<file path="src/rtl/tap_fsm_ctrl.sv">
`default_nettype none
// ============================================================================
// Module   : tap_fsm_ctrl
// Brief    : IEEE 1149.1 TAP controller. Tracks the 16-state TAP machine
//            from TMS, decodes the IR/DR capture/shift/update strobes, and
//            drives the TDO mux Select (1 = IR, 0 = DR) and TDO_En.
//            TDO_NEG_EDGE=1 registers Select/TDO_En on the TCK falling edge;
//            TDO_NEG_EDGE=0 decodes them combinationally from the state.
//            Optional macro TAP_STATE_DEBUG_EN adds the State_dbg and
//            Tms_Ones observation ports.
// Revision : 1.0 - initial release
// ============================================================================
module tap_fsm_ctrl #(
  parameter bit TDO_NEG_EDGE = 1'b1
) (
  input  logic       TCK,
  input  logic       TRST_n,
  input  logic       TMS,
  output logic       Select,
  output logic       TDO_En,
  output logic       Capture_DR,
  output logic       Shift_DR,
  output logic       Update_DR,
  output logic       Capture_IR,
  output logic       Shift_IR,
  output logic       Update_IR,
`ifdef TAP_STATE_DEBUG_EN
  output logic [3:0] State_dbg,
  output logic [2:0] Tms_Ones,
`endif
  output logic       Test_Reset
);

  // Standard 1149.1 state codes
  localparam logic [3:0] S_TLR    = 4'hF;
  localparam logic [3:0] S_RTI    = 4'hC;
  localparam logic [3:0] S_SELDR  = 4'h7;
  localparam logic [3:0] S_CAPDR  = 4'h6;
  localparam logic [3:0] S_SHDR   = 4'h2;
  localparam logic [3:0] S_EX1DR  = 4'h1;
  localparam logic [3:0] S_PAUDR  = 4'h3;
  localparam logic [3:0] S_EX2DR  = 4'h0;
  localparam logic [3:0] S_UPDDR  = 4'h5;
  localparam logic [3:0] S_SELIR  = 4'h4;
  localparam logic [3:0] S_CAPIR  = 4'hE;
  localparam logic [3:0] S_SHIR   = 4'hA;
  localparam logic [3:0] S_EX1IR  = 4'h9;
  localparam logic [3:0] S_PAUIR  = 4'hB;
  localparam logic [3:0] S_EX2IR  = 4'h8;
  localparam logic [3:0] S_UPDIR  = 4'hD;

  logic [3:0] state_q;
  logic [3:0] state_d;
  logic       select_d;
  logic       tdo_en_d;

  // State register: TRST_n forces Test-Logic-Reset immediately, without TCK
  always_ff @(posedge TCK or negedge TRST_n) begin
    if (!TRST_n) begin
      state_q <= S_TLR;
    end else begin
      state_q <= state_d;
    end
  end

  // Next-state decode from TMS
  always_comb begin
    state_d = state_q;
    case (state_q)
      S_TLR:   state_d = TMS ? S_TLR   : S_RTI;
      S_RTI:   state_d = TMS ? S_SELDR : S_RTI;
      S_SELDR: state_d = TMS ? S_SELIR : S_CAPDR;
      S_CAPDR: state_d = TMS ? S_EX1DR : S_SHDR;
      S_SHDR:  state_d = TMS ? S_EX1DR : S_SHDR;
      S_EX1DR: state_d = TMS ? S_UPDDR : S_PAUDR;
      S_PAUDR: state_d = TMS ? S_EX2DR : S_PAUDR;
      S_EX2DR: state_d = TMS ? S_UPDDR : S_SHDR;
      S_UPDDR: state_d = TMS ? S_SELDR : S_RTI;
      S_SELIR: state_d = TMS ? S_TLR   : S_CAPIR;
      S_CAPIR: state_d = TMS ? S_EX1IR : S_SHIR;
      S_SHIR:  state_d = TMS ? S_EX1IR : S_SHIR;
      S_EX1IR: state_d = TMS ? S_UPDIR : S_PAUIR;
      S_PAUIR: state_d = TMS ? S_EX2IR : S_PAUIR;
      S_EX2IR: state_d = TMS ? S_UPDIR : S_SHIR;
      S_UPDIR: state_d = TMS ? S_SELDR : S_RTI;
      default: state_d = S_TLR;
    endcase
  end

  // Output decode: strobes plus the Select/TDO_En source terms
  always_comb begin
    Capture_DR = (state_q == S_CAPDR);
    Shift_DR   = (state_q == S_SHDR);
    Update_DR  = (state_q == S_UPDDR);
    Capture_IR = (state_q == S_CAPIR);
    Shift_IR   = (state_q == S_SHIR);
    Update_IR  = (state_q == S_UPDIR);
    Test_Reset = (state_q == S_TLR);
    // SelIR is excluded: the IR path is not yet committed there
    select_d   = (state_q == S_CAPIR) || (state_q == S_SHIR)  ||
                 (state_q == S_EX1IR) || (state_q == S_PAUIR) ||
                 (state_q == S_EX2IR) || (state_q == S_UPDIR);
    tdo_en_d   = (state_q == S_SHDR) || (state_q == S_SHIR);
  end

  generate
    if (TDO_NEG_EDGE) begin : g_tdo_negedge
      logic select_q;
      logic tdo_en_q;

      // Falling-edge retiming so TDO changes half a cycle after the state
      always_ff @(negedge TCK or negedge TRST_n) begin
        if (!TRST_n) begin
          select_q <= 1'b0;
          tdo_en_q <= 1'b0;
        end else begin
          select_q <= select_d;
          tdo_en_q <= tdo_en_d;
        end
      end

      assign Select = select_q;
      assign TDO_En = tdo_en_q;
    end else begin : g_tdo_comb
      assign Select = select_d;
      assign TDO_En = tdo_en_d;
    end
  endgenerate

`ifdef TAP_STATE_DEBUG_EN
  logic [2:0] tms_ones_q;
  logic [2:0] tms_ones_d;

  // Consecutive TMS=1 counter, saturating at 5 (the TLR guarantee depth)
  always_comb begin
    tms_ones_d = 3'd0;
    if (TMS) begin
      tms_ones_d = (tms_ones_q >= 3'd5) ? 3'd5 : (tms_ones_q + 3'd1);
    end
  end

  // Counter register, cleared together with the state on TRST_n
  always_ff @(posedge TCK or negedge TRST_n) begin
    if (!TRST_n) begin
      tms_ones_q <= 3'd0;
    end else begin
      tms_ones_q <= tms_ones_d;
    end
  end

  assign State_dbg = state_q;
  assign Tms_Ones  = tms_ones_q;
`endif

endmodule
`default_nettype wire

</file>
<file path="config.mk">
export PLATFORM = sky130hd
export DESIGN_NAME = tap_fsm_ctrl
export DESIGN_NICKNAME = d
export VERILOG_FILES = /design/src/rtl/tap_fsm_ctrl.sv
export SDC_FILE = /design/constraint.sdc
export NUM_CORES = 1
export LEC_CHECK = 0
export ABC_AREA = 1
export CORE_MARGIN = 2
export CORE_UTILIZATION = 30
export DETAILED_ROUTE_END_ITERATION = 8
export PLACE_DENSITY = 0.67
export SLEW_MARGIN = 20
export SYNTH_ARGS = -nofsm -noshare
export SYNTH_HDL_FRONTEND = slang
export SYNTH_SLANG_ARGS = --single-unit
</file>
<file path="constraint.sdc">
create_clock -name TCK -period 1 [get_ports TCK]
set_input_delay 0.2 -clock TCK [delete_from_list [all_inputs] [get_ports TCK]]
set_output_delay 0.2 -clock TCK [all_outputs]
set_load 0.005 [all_outputs]
</file>
# After elaboration in Yosys (flattened, before gate mapping)
# Cells that the tools add are included.
# Widths: inputs -> output; s select.
[classes]
muxes = 13
n_reduce_logical = 10
eq_ne = 15
[ops]
columns = ["operator", "count"]
rows = [
  ["$pmux 4 s12", 1],
  ["$eq 4x4->1 const B", 8],
  ["$eq 4x3->1 const B", 4],
  ["$mux 2", 6],
  ["$mux 3", 4],
  ["$eq 4x2->1 const B", 2],
  ["$logic_or 1x1->1", 6],
  ["$eq 4x1->1 const B", 1],
  ["$logic_not 4->1", 1],
  ["$mux 4", 1],
  ["$reduce_or 2->1", 2],
  ["$reduce_or 3->1", 1],
  ["$mux 1", 1],
]
[totals]
ff_bits = 6
wordCells = 41
out_inout_bits = 9
inputBits = 3

# Longest topological paths before layout
[depth]
word_depth = 6
depth_mapped = 7
ltp_nobuf = 7

==> impl_metrics.tcl <==
set metrics [dict create \
    ioPinCount 12 \
    violations "setup timing" \
    required_ps 590 \
    die-width_um 40.99 \
    ys_warn_count 0 \
    numCtsBuffers 3 \
    vias 557 \
    pwr-share-clk_pct 7.9 \
    ys_ff_latch 6 \
    cts_htree_levels 1 \
    drtPass1Iterations 4 \
    tightest_slew_ps 310.1 \
    path_clk_slew_ps 50 \
    clk_latency_ps 250 \
    die-area_um2 1680 \
    synth_cell_types 17 \
    combPwrFrac_pct 73.6 \
    grt_remaining_overflow 0 \
    slew_headroom_pct 79.25 \
    p_leak_nw 0.4198 \
    die_h_um 40.99 \
    hp-class "input pin to asynchronous set/reset pin" \
    wl_um 1468 \
    numClockSinks 6 \
    dpl_cell_area_um2 663.1 \
    p_per_area_nw_per_um2 3659 \
    via_per_inst 4.843 \
    finish.utilization_pct 64.36 \
    root_buffer "clkbuf_4" \
    synth-async-reset-ratio_pct 100.0 \
    slew_viol_final 0 \
    worstSetupPathType "flip-flop to flip-flop" \
    antenna_cells 0 \
    power_mw 3.027 \
    num_rows 13 \
    setup-tns-final_ps -5706 \
    crit_path_start_kind "flip-flop" \
    drive_above_1_share_pct 65.00 \
    place_inst 104 \
    final.setup.worst_slack_ps -543.8 \
    core_area_um2 1285 \
    postCtsHoldBufs 0 \
    grt_pass1_vias 534 \
    drtIter0Drc 10 \
    synthesis.nets 66 \
    start_util_pct 31.94 \
    hpwlAfterDp_um 917.4 \
    drt_drc_violations_left 0 \
    grt_use_total_pct 20.16 \
    drtAntennaViolNets 0 \
    place_congestion 0.8784 \
    pwr-share-seq_pct 18.6 \
    synth-main-ff-cell "dfstp_2" \
    status "finished with violations" \
    synth_area_um2 410.4 \
    layout.nets 104 \
    antenna_found_initial 0 \
    port-buffer-count 11 \
    rsz0062_at_grt "yes" \
    cp_max_fo 3 \
    synth_edf_count 0 \
    fin_area_um2 827.0 \
    cts_tree "yes" \
    fin_skew_ps 12.68 \
    wire_per_inst_um 12.77 \
    finalHoldViolCount 0 \
    synth_cells 63 \
    sw_frac_of_total_pct 44.27 \
    synthToLayoutAreaGrowth_pct 101.5 \
    grt_start_max_net_pins 8 \
    syn_area_per_cell_um2 6.514 \
    crit_path_end_kind "flip-flop" \
    cap_violations 0 \
    p_int_mw 1.687 \
    setup_violations 15 \
    cts_buffer_depth 2 \
    critPathArrivalTime_ps 1130 \
    final_cell_count_no_fill 115 \
    p_sw_mw 1.340 \
    ir_drop_mv 1.827 \
    ys_seq_area_share_pct 37.80 \
    grt_pass1_wl_um 2152 \
]
-- timing repair --
action	CTS	global route
pin swaps	7	16
buffers inserted	8	3
setup endpoints to repair	15	15
resized for setup	48	24
-- logic make-up (layout without fill, tap and decap cells) --
family                 count (synthesis)  in the layout  synth area share [%]
AO/OA/AOI/OAI                          6              6                 7.620
buffers and inverters                  7             44                 8.843
flip-flops                             6              6                 37.81
AND/OR/NAND/NOR                       44             44                 45.73
-- cell usage after synthesis, types with 2 or more instances --
library cell	count	area [um2]
dfrtn_1	2	50.05
dfstp_2	4	105.1
inv_1	5	18.77
nand2_1	19	71.32
nand2_2	2	12.51
nand3_1	3	15.01
nor2_1	16	60.06
o21ai_0	3	15.01
-- stage by stage --
| step | setup WS [ps] | hold WS, ps |
|---|---|---|
| 6_report | -543.8 | 469.9 |
| 4_1_cts | -525.5 | 477.1 |
| 3_3_place_gp | -548.8 | 703.9 |
| 2_1_floorplan | -431.4 | 52.16 |
| 5_1_grt | -581.9 | 487.2 |
| 3_5_place_dp | -559.7 | 712.2 |
-- critical path, cell delays in order, from the launching register on --
cell	delay (ps)
dfstp_2	570
buf_6	120
inv_4	40
nand2_4	80
a31oi_4	80
-- final cells by class --
cell class	instances	area (um2)
clock buffers	4	26.28
repair buffers	34	271.5
fillers	116	457.9
well taps	15	18.77
flip-flops and latches	6	155.1
inverters	6	27.53
multi-input cells	50	327.8
-- path summary, 6_finish.rpt --
path | from | slack, ps | cells after the start | end
worst max-delay path | state_q[1] | -540 | 4 | Select
worst min-delay path | TRST_n | 470 | 2 | state_q[3]
worst max register to register | state_q[1] | -540 | 4 | Select
worst min register to register | state_q[2] | 730 | 4 | state_q[2]
max in group asynchronous | TRST_n | 320 | 1 | Select
min in group TCK | state_q[2] | 730 | 4 | state_q[2]
-- layout by cell type, fill, tap and decap left out, types with 3 or more instances in the layout --
cell / instances
buf_2: 8
buf_4: 15
buf_6: 7
clkbuf_4: 3
dfstp_2: 4
nand2_1: 11
nand2_2: 6
nand2_4: 4
nand3_1: 3
nor2_1: 11
nor2_4: 6
-- registers in the layout, summed over array words and instances, names as in the netlist --
register / count
TDO_En: 1
Select: 1
state_q: 4
-- layer usage --
| metal | share of wire [%] | wire length [um] | GRT usage (%) |
|---|---|---|---|
| met5 | 0 | 0 | 0 |
| met4 | 0.27 | 4 | 5.000 |
| met3 | 5.8 | 85 | 6.522 |
| met2 | 56 | 827 | 39.45 |
| met1 | 38 | 551 | 19.74 |
-- power by group through the flow --
stage	combinational [mW]	clock [mW]	sequential, mW
finish	2.23	0.238	0.562
CTS	1.92	0.249	0.556
global placement	1.44	0	0.572
detailed placement	1.46	0	0.579
global route	2.40	0.270	0.573
floorplan	0.727	0	0.571
Power figures use the tool's default switching activity.
